### src/rtl/kpd_pkg.sv
// Shared types and constants for the keypad emulator: FSM states, key-to-matrix map, bounce LFSR.
package kpd_pkg;

  typedef enum logic [1:0] {
    IDLE,
    PRESS,
    RELEASE
  } state_t;

  typedef struct packed {
    logic [1:0] col;
    logic [1:0] row;
  } key_pos_t;

  // Entry n is the matrix position of hex key n, packed {col,row}; entry 15 is the leftmost digit.
  localparam key_pos_t [15:0] KEY_MAP = 64'h8401_2359_D6AE_7BFC;

  localparam logic [7:0] LFSR_SEED  = 8'hA5;
  localparam logic [7:0] LFSR_TAPS  = 8'hB8;
  localparam logic [2:0] BOUNCE_CYC = 3'd6;

endpackage

### src/rtl/kpd_emulator_if.sv
// Key request handshake and status between the demo sequencer (master) and the emulator (slave).
interface kpd_emulator_if;
  logic       key_valid;
  logic [3:0] key_code;
  logic       key_ready;
  logic       busy;
  logic       done;
  logic       err;

  modport master (output key_valid, key_code, input key_ready, busy, done, err);
  modport slave  (input key_valid, key_code, output key_ready, busy, done, err);
endinterface

### src/rtl/kpd_col_edge.sv
// Registers the scanner's column drive and flags new activations (1->0) and any change.
module kpd_col_edge (
  input  logic       slow_clk,
  input  logic       rst,
  input  logic [3:0] col_n,
  output logic [3:0] act,
  output logic       changed
);

  logic [3:0] col_q;

  always_ff @(posedge slow_clk or posedge rst) begin
    if (rst) col_q <= 4'hF;
    else     col_q <= col_n;
  end

  assign act     = col_q & ~col_n;
  assign changed = |(col_q ^ col_n);

endmodule

### src/rtl/kpd_emulator.sv
// Keypad far-end emulator: presses one hex key per handshake against the scanner's column drive.
// Optional contact-bounce model on entry to PRESS: define KPD_EMU_BOUNCE_EN.
//
//   state   | meaning
//   IDLE    | key_ready high, rows released
//   PRESS   | row follows the key's column until the hold count is reached
//   RELEASE | rows released, counting column-0 scans before the next key
module kpd_emulator
  import kpd_pkg::*;
#(
  parameter int HOLD_SCANS    = 4,
  parameter int RELEASE_SCANS = 2,
  parameter int TIMEOUT_CYC   = 64
) (
  input  logic            slow_clk,
  input  logic            rst,
  kpd_emulator_if.slave   kif,
  input  logic [3:0]      col_n,
  output logic [3:0]      row_n
);

  localparam int HOLD_MAX = (HOLD_SCANS < 1) ? 1 : HOLD_SCANS;
  localparam int TMO_W    = $clog2(TIMEOUT_CYC + 1);
  localparam logic [7:0]       HOLD_TC = 8'(HOLD_MAX);
  localparam logic [7:0]       REL_TC  = 8'(RELEASE_SCANS);
  localparam logic [TMO_W-1:0] TMO_TC  = TMO_W'(TIMEOUT_CYC - 1);

  state_t           state;
  logic [1:0]       col_idx;
  logic [1:0]       row_idx;
  logic [7:0]       hold_cnt;
  logic [7:0]       rel_cnt;
  logic [TMO_W-1:0] tmo_cnt;
  logic             done_q;
  logic             err_q;
  logic [3:0]       act;
  logic             changed;
  logic             tmo_hit;
  logic             scan_en;
  logic             drive_gate;

  kpd_col_edge u_col_edge (
    .slow_clk (slow_clk),
    .rst      (rst),
    .col_n    (col_n),
    .act      (act),
    .changed  (changed)
  );

`ifdef KPD_EMU_BOUNCE_EN
  logic [7:0] lfsr;
  logic [2:0] bnc_cnt;

  always_ff @(posedge slow_clk or posedge rst) begin
    if (rst) lfsr <= LFSR_SEED;
    else     lfsr <= {lfsr[6:0], ^(lfsr & LFSR_TAPS)};
  end

  always_ff @(posedge slow_clk or posedge rst) begin
    if (rst)                  bnc_cnt <= '0;
    else if (state != PRESS)  bnc_cnt <= '0;
    else if (!scan_en)        bnc_cnt <= bnc_cnt + 3'd1;
  end

  assign scan_en    = (bnc_cnt == BOUNCE_CYC);
  assign drive_gate = scan_en | lfsr[0];
`else
  assign scan_en    = 1'b1;
  assign drive_gate = 1'b1;
`endif

  // Any column movement proves the scanner is alive, so only a frozen bus times out.
  assign tmo_hit = (state != IDLE) && !changed && (tmo_cnt == TMO_TC);

  always_ff @(posedge slow_clk or posedge rst) begin
    if (rst)                           tmo_cnt <= '0;
    else if (state == IDLE || changed) tmo_cnt <= '0;
    else                               tmo_cnt <= tmo_cnt + TMO_W'(1);
  end

  always_ff @(posedge slow_clk or posedge rst) begin
    if (rst) begin
      state    <= IDLE;
      col_idx  <= '0;
      row_idx  <= '0;
      hold_cnt <= '0;
      rel_cnt  <= '0;
      done_q   <= 1'b0;
      err_q    <= 1'b0;
    end else begin
      done_q <= 1'b0;
      err_q  <= 1'b0;
      unique case (state)
        IDLE: begin
          if (kif.key_valid) begin
            col_idx  <= KEY_MAP[kif.key_code].col;
            row_idx  <= KEY_MAP[kif.key_code].row;
            hold_cnt <= '0;
            rel_cnt  <= '0;
            state    <= PRESS;
          end
        end
        PRESS: begin
          if (tmo_hit) begin
            state <= IDLE;
            err_q <= 1'b1;
          end else if (scan_en && act[col_idx]) begin
            hold_cnt <= hold_cnt + 8'd1;
            if (hold_cnt + 8'd1 == HOLD_TC) state <= RELEASE;
          end
        end
        RELEASE: begin
          if (tmo_hit) begin
            state <= IDLE;
            err_q <= 1'b1;
          end else if (REL_TC == 8'd0) begin
            state  <= IDLE;
            done_q <= 1'b1;
          end else if (act[0]) begin
            rel_cnt <= rel_cnt + 8'd1;
            if (rel_cnt + 8'd1 == REL_TC) begin
              state  <= IDLE;
              done_q <= 1'b1;
            end
          end
        end
        default: state <= IDLE;
      endcase
    end
  end

  // Combinational so the scanner's mid-cycle sample sees the row in the same cycle as its column.
  always_comb begin
    row_n = 4'hF;
    if (state == PRESS) row_n[row_idx] = col_n[col_idx] | ~drive_gate;
  end

  assign kif.key_ready = (state == IDLE);
  assign kif.busy      = (state != IDLE);
  assign kif.done      = done_q;
  assign kif.err       = err_q;

endmodule

### src/flat_wrapper.sv
// flat-port wrapper written by rule: the top's interface ports become plain ports
module kpd_emulator_flat import kpd_pkg::*;
#(
  parameter int HOLD_SCANS    = 4,
  parameter int RELEASE_SCANS = 2,
  parameter int TIMEOUT_CYC   = 64
)
  (slow_clk, rst, col_n, row_n, kif_key_valid, kif_key_code, kif_key_ready, kif_busy, kif_done, kif_err);
  kpd_emulator_if kif_i ();
  input  logic slow_clk;
  input  logic rst;
  input  logic [3:0] col_n;
  output logic [3:0] row_n;
  input wire logic [$bits(kif_i.key_valid)-1:0] kif_key_valid;
  input wire logic [$bits(kif_i.key_code)-1:0] kif_key_code;
  output wire logic [$bits(kif_i.key_ready)-1:0] kif_key_ready;
  output wire logic [$bits(kif_i.busy)-1:0] kif_busy;
  output wire logic [$bits(kif_i.done)-1:0] kif_done;
  output wire logic [$bits(kif_i.err)-1:0] kif_err;
  assign kif_i.key_valid = kif_key_valid;
  assign kif_i.key_code = kif_key_code;
  assign kif_key_ready = kif_i.key_ready;
  assign kif_busy = kif_i.busy;
  assign kif_done = kif_i.done;
  assign kif_err = kif_i.err;
  kpd_emulator #(.HOLD_SCANS(HOLD_SCANS), .RELEASE_SCANS(RELEASE_SCANS), .TIMEOUT_CYC(TIMEOUT_CYC)) u_core (.slow_clk(slow_clk), .rst(rst), .kif(kif_i), .col_n(col_n), .row_n(row_n));
endmodule
### config.mk
export PLATFORM = sky130hd
export DESIGN_NAME = kpd_emulator_flat
export DESIGN_NICKNAME = d
export VERILOG_FILES = /design/src/rtl/kpd_pkg.sv /design/src/rtl/kpd_emulator_if.sv /design/src/rtl/kpd_col_edge.sv /design/src/rtl/kpd_emulator.sv /design/src/flat_wrapper.sv
export SDC_FILE = /design/constraint.sdc
export NUM_CORES = 1
export LEC_CHECK = 0
export ABC_AREA = 1
export CORE_ASPECT_RATIO = 1.5
export CORE_UTILIZATION = 30
export DETAILED_ROUTE_END_ITERATION = 8
export PLACE_DENSITY = 0.5
export SETUP_SLACK_MARGIN = 0.1
export SYNTH_ARGS = -nofsm -noshare
export SYNTH_HDL_FRONTEND = slang
export SYNTH_SLANG_ARGS = --single-unit
### constraint.sdc
create_clock -name slow_clk -period 1.95 [get_ports slow_clk]
set_input_delay 0.39 -clock slow_clk [delete_from_list [all_inputs] [get_ports slow_clk]]
set_output_delay 0.39 -clock slow_clk [all_outputs]
set_load 0.02 [all_outputs]
-- Yosys cells after proc, flatten, opt, wreduce, memory -nomap -nowiden
Memory sizes are Yosys's and may differ from the RTL's. A register that Yosys moved wholly into a read port is not among the register bits.
Index checks and enable logic that the tools add are counted.
Widths: inputs -> output; s select.
- bits in registers: 31
- bits in latches: 0
- bits in writable memories: 0
- bits in read-only memories: 64
- output and inout port bits: 8
- memories kept: 1
- memory list (memory ; depth ; bits a word ; read ports ; clocked after memory_dff ; wr ports ; line ; source):
    (no name shown) ; 16 ; 4 ; 1 ; 1 ; 0 ; kpd_emulator.sv:96 ; col_idx <= KEY_MAP[kif.key_code].col;
- $add $sub $neg: 3
- $mul: 0
- divide/modulo/power cells: 0
- magnitude comparators: 3
- equality and inequality tests: 14
- shift operators: 0
- muxes and demuxes: 29
- bitwise gates (word level): 5
- reduce and logical (&&, ||, !) cells: 15
- operators by type and width (cell ; count):
    $mux 8 ; 5
    $pmux 8 s2 ; 2
    $add 8x1->8 const B ; 2
    $mux 2 ; 7
    $ne 3x1->1 const B ; 4
    $mux 1 ; 9
    $eq 8x2->1 const B ; 1
    $eq 8x3->1 const B ; 1
    $not 4->4 ; 2
    $reduce_and 4->1 ; 2
    $add 7x1->7 const B ; 1
    $eq 7x6->1 const B ; 1
    $mux 7 ; 1
    $lt 2x3->1 const B ; 2
    $ne 2x2->1 const B ; 3
    $pmux 2 s3 ; 1
    $reduce_bool 2->1 ; 3
    $reduce_and 5->1 ; 1
    $and 4x4->4 ; 1
    $bmux 1 s2 ; 2
    $mux 4 ; 1
    $ne 2x1->1 const B ; 2
    $or 4x4->4 ; 1
    $reduce_or 4->1 ; 1
    11 further kinds ; 13

-- Longest topological paths before layout
- depth after elaboration: 7
- depth in mapped cells: 13

-- Cells and area by module
A second synthesis with hierarchy kept.
- cell total of the unflattened synthesis: 292
- area, all modules: 2284.7 µm²
- modules (own cells, without submodules) (module ; times used ; cells an instance ; area an instance (µm²)):
    kpd_emulator ; 1 ; 274 ; 2092.0
    kpd_col_edge ; 1 ; 18 ; 192.7

-- Worst setup path before layout
OpenSTA, ideal clock, no wires.
- kind: flip-flop to flip-flop
- start point: register u_core.state[0]
- end point: register u_core.hold_cnt[3]
- library setup time: 0.126 ns
- arrival time: 1.831 ns
- setup slack: -0.007 ns
- cell stages (with the launch flop): 12
- buffers on the path: 1
- clock period less this slack: 1.957 ns
- path through: dfrtp_1 inv_1 ha_1 inv_2 nand2_2 nor2_4 inv_2 nor3_4 nand2_1 o211ai_2 buf_6 o21ai_0
- RTL lines (element ; line ; source):
    start: declaration ; kpd_emulator.sv:28 ; state_t state;
    start signal: assignment ; kpd_emulator.sv:83 ; state <= IDLE;
    start signal: assignment ; kpd_emulator.sv:100 ; state <= PRESS;
    start signal: assignment ; kpd_emulator.sv:105 ; state <= IDLE;
    $logic_not 2->1 (*) ; - ;
    net kif_key_ready ; flat_wrapper.sv:16 ; output wire logic [$bits(kif_i.key_ready)-1:0] kif_key_ready;
    $ne 2x2->1 (no source line) / $reduce_bool 2->1 (equally long branches) ; - ;
    $reduce_and 4->1 (no source line) ; - ;
    end signal: assignment ; kpd_emulator.sv:108 ; hold_cnt <= hold_cnt + 8'd1;
    end: declaration ; kpd_emulator.sv:31 ; logic [7:0] hold_cnt;
The timed path passes the listed nets; every way through them passes the cells marked *.
A chain may end at the register's enable or synchronous reset.

-- Worst setup path after layout
- start point: register u_core.col_idx[0]
- end point: output port row_n[0]
- longest elaborated chain between the ends: 4
- ends and longest elaborated chain (element ; line ; source):
    start: declaration ; kpd_emulator.sv:29 ; logic [1:0] col_idx;
    $bmux 1 s2 ; kpd_emulator.sv:135 ; if (state == PRESS) row_n[row_idx] = col_n[col_idx] | ~drive_gate;
    $mux 1 (implied by the code) ; kpd_emulator.sv:135 ;
    $or 4x4->4 (no source line) ; - ;
    $mux 4 ; kpd_emulator.sv:135 ;
    end: declaration ; flat_wrapper.sv:13 ; output logic [3:0] row_n;
Every way passes these cells. The select of a mux whose other input is x is not followed.

==> flow_metrics.py <==
metrics = {
    "run_status": {
        "status": "finished, violations left",
        "violations": "DRC",
    },
    "place": {
        "io_buffers": 18,
        "dp_hpwl_mm": 3.48,
        "place_inst": 400,
        "gp_congestion": 0.730,
        "place_area_um2": 2540,
    },
    "worst_setup_path": {
        "cp.arrival_ns": 1.44,
        "endpoint_kind": "primary output",
        "slowest_delay_ns": 0.45,
        "path_depth": 6,
        "rrSetupSlack_ns": 0.15,
        "critPathRequiredTime_ns": 1.56,
        "startpoint_type": "flop",
        "cpLargestDelayFamily": "flip-flops",
        "r2r_start": "u_core.u_col_edge.col_q[2]",
        "cp_max_fo": 6,
        "cp_cell_sequence": "o21ai_1 -> a21oi_1 -> a21oi_1 -> buf_4 -> nand4_1 -> buf_4",
        "critPathKind": "reg2out",
        "crit_buf_inv": 2,
        "worst_path_max_delay_cell": "dfrtp_2",
        "reg2reg_depth": 10,
        "worst_r2r_endpoint": "u_core.hold_cnt[4]",
    },
    "cts": {
        "cts_tree": "done",
        "cts_made_buffers": 5,
        "cts-root-buf": "clkbuf_8",
        "cts-hold-fix-buffers": 0,
        "clk_pin_slew_worst_paths_ns": 0.07,
        "cts.sinks": 35,
        "clk_path_buf_depth": 2,
        "clk_latency_ns": 0.29,
        "htreeDepth": 2,
    },
    "logic_synthesis": {
        "ys.flop_type": "dfrtp_1",
        "synth_top_area_share": 0.359,
        "synth.avg_cell_area_um2": 7.32,
        "syn_inst": 295,
        "synthArstFlopShare": 1.00,
        "syn_nets": 319,
        "synth_seq_cells": 35,
        "synth_edf_count": 0,
        "synth_top_area_cell": "dfrtp_1",
        "yosys_warnings": 0,
        "yosysMostFrequentCell": "nand2_1",
        "ys_seq_area_frac": 0.408,
        "synth_cell_type_count": 29,
        "synth_common_cells": "86 x nand2_1, 47 x inv_1, 31 x dfrtp_1, 29 x o21ai_0, 23 x nand3_1",
        "yosys-top-cells-area": "dfrtp_1 36%, nand2_1 15%, inv_1 8.2%",
        "syn_area_um2": 2160,
    },
    "min_path": {
        "whs_endpoint": "u_core.u_col_edge.col_q[2]",
        "worst_hold_startpoint": "col_n[2]",
        "hold_depth": 1,
        "min-delay-path-class": "in2reg",
    },
    "routing": {
        "drt_iter0_markers": 40,
        "drc": 1,
        "num_vias": 1949,
        "wl_mm": 4.85,
        "post_drt_wl_per_cell_um": 11.6,
        "ant_nets": 0,
        "first_pass_iters": 6,
        "viasPerCell": 4.69,
    },
    "pwr": {
        "p_int_mw": 1.72,
        "p_clk_frac": 0.243,
        "p_sw_mw": 1.02,
        "pwr-share-seq": 0.330,
        "pwr-share-comb": 0.426,
        "peakVddDrop_mv": 0.565,
        "p_sw_frac": 0.372,
        "powerDensity_nw_per_um2": 965,
        "p_leak_nw": 1.30,
    },
    "global_route": {
        "grt_pass1_wl_mm": 8.40,
        "overflow": 0,
        "antenna_found_initial": 0,
        "grt_pass1_vias": 1930,
        "grt_max_degree": 36,
        "grtUsageTotal": 0.141,
    },
    "floorplan": {
        "placement_rows": 37,
        "initial_core_util": 0.313,
        "die_area_um2": 7550,
        "die_x_um": 71.3,
        "dieHeight_um": 106,
        "io_pins": 19,
        "coreArea_um2": 6900,
    },
    "final_layout": {
        "final_nets": 361,
        "utilization": 0.411,
        "final_cells": 416,
        "final_area_um2": 2830,
        "drive_above_1_share": 0.225,
        "synthToLayoutAreaGrowth_pct": 31.2,
        "diodes": 0,
    },
    "timing": {
        "slew_viol_final": 0,
        "rsz0062_at_grt": "true",
        "finalCriticalPeriod_ns": 1.83,
        "tightest_slew_ns": 0.466,
        "clock_skew_ns": 0.00566,
        "slew_headroom": 0.689,
        "tns_ns": 0,
        "hold_viol_final": 0,
        "fmax_mhz": 546,
        "whs_ns": 0.216,
        "period_share": 0.940,
        "setup-violations-final": 0,
    },
    "run": {
        "cap_violations": 0,
    },
}
==> power by group through the flow <==
| stage | logic, mW | clock network [mW] | registers, mW |
|---|---|---|---|
| floorplan | 0.599 | 0 | 0.876 |
| global placement | 0.961 | 0 | 0.905 |
| CTS | 0.934 | 0.696 | 0.895 |
| finish | 1.17 | 0.665 | 0.903 |
| global route | 1.30 | 0.732 | 0.921 |
| detailed placement | 0.963 | 0 | 0.903 |
==> layer usage <==
metal,vias up,part of all wire,GRT usage
met5,-,0,0
met2,28,0.53,0.247
met1,892,0.44,0.170
met3,5,0.019,0.0199
li1,1024,-,-
met4,0,0.019,0.0600
==> registers in the layout, summed over array words and instances, names as in the netlist <==
name and count:
u_core.hold_cnt 8, u_core.tmo_cnt 7, u_core.state 2, u_core.u_col_edge.col_q 4
u_core.kif.done 1, u_core.kif.err 1, u_core.row_idx 2, u_core.rel_cnt 8
u_core.col_idx 2
==> area by class of cell <==
cell class,instances,area [um2]
sequential,35,882
inverter,49,186
clock inverter,3,43.8
fill,737,4060
clock buffer,5,68.8
multi-input combinational,207,1200
timing repair buffer,39,359
tap,78,97.6
==> cell usage in the layout, fill, tap and decap left out, types with 5 or more instances in the layout <==
| cell type | netlist | final |
|---|---|---|
| buf_4 | 1 | 18 |
| o21ai_2 | 2 | 7 |
| nand2_1 | 86 | 79 |
| nand2_2 | 3 | 10 |
| clkdlybuf4s50_1 | 0 | 8 |
| nand3_1 | 23 | 20 |
| nor2_1 | 21 | 20 |
| ha_1 | 13 | 6 |
| o21ai_0 | 29 | 21 |
| nand4_1 | 9 | 9 |
| clkbuf_8 | 0 | 5 |
| inv_1 | 47 | 44 |
| dfrtp_1 | 31 | 30 |
| a21oi_1 | 6 | 6 |
==> stage by stage <==
step                power, mW  setup WS [ns]
finish                   2.73          0.118
global route             2.95         0.0291
detailed placement       1.87         -0.519
CTS                      2.53         0.0819
global placement         1.87         -0.473
floorplan                1.48          0.118
==> repair_timing <==
action | in CTS | in global routing
resized for setup | 28 | 38
setup endpoints to repair | 24 | 22
cloned | 0 | 1
setup buffers | 0 | 7
endpoints found under the hold margin | 0 | 0
pin swaps | 3 | 7
==> worst max-delay path by stage <==
stage                                          start  slack, ns                 end
after floorplan                      u_core.state[0]       0.12  u_core.hold_cnt[3]
after global placement                      col_n[0]      -0.47            row_n[0]
after detailed placement                    col_n[0]      -0.52            row_n[2]
after CTS                          u_core.col_idx[0]       0.08            row_n[0]
after global routing      u_core.u_col_edge.col_q[2]       0.03     u_core.state[0]
final                              u_core.col_idx[0]       0.12            row_n[0]
==> kinds of logic (layout without fill, tap and decap cells) <==
group / count (synthesis) / after routing / synth area share
fa+ha+maj: 13 / 13 / 0.0753
buf+inv: 53 / 96 / 0.0979
compound gates: 42 / 42 / 0.107
xor+xnor: 3 / 3 / 0.0122
simple gates: 149 / 149 / 0.300
flops: 35 / 35 / 0.408
Power figures use the tool's default switching activity.
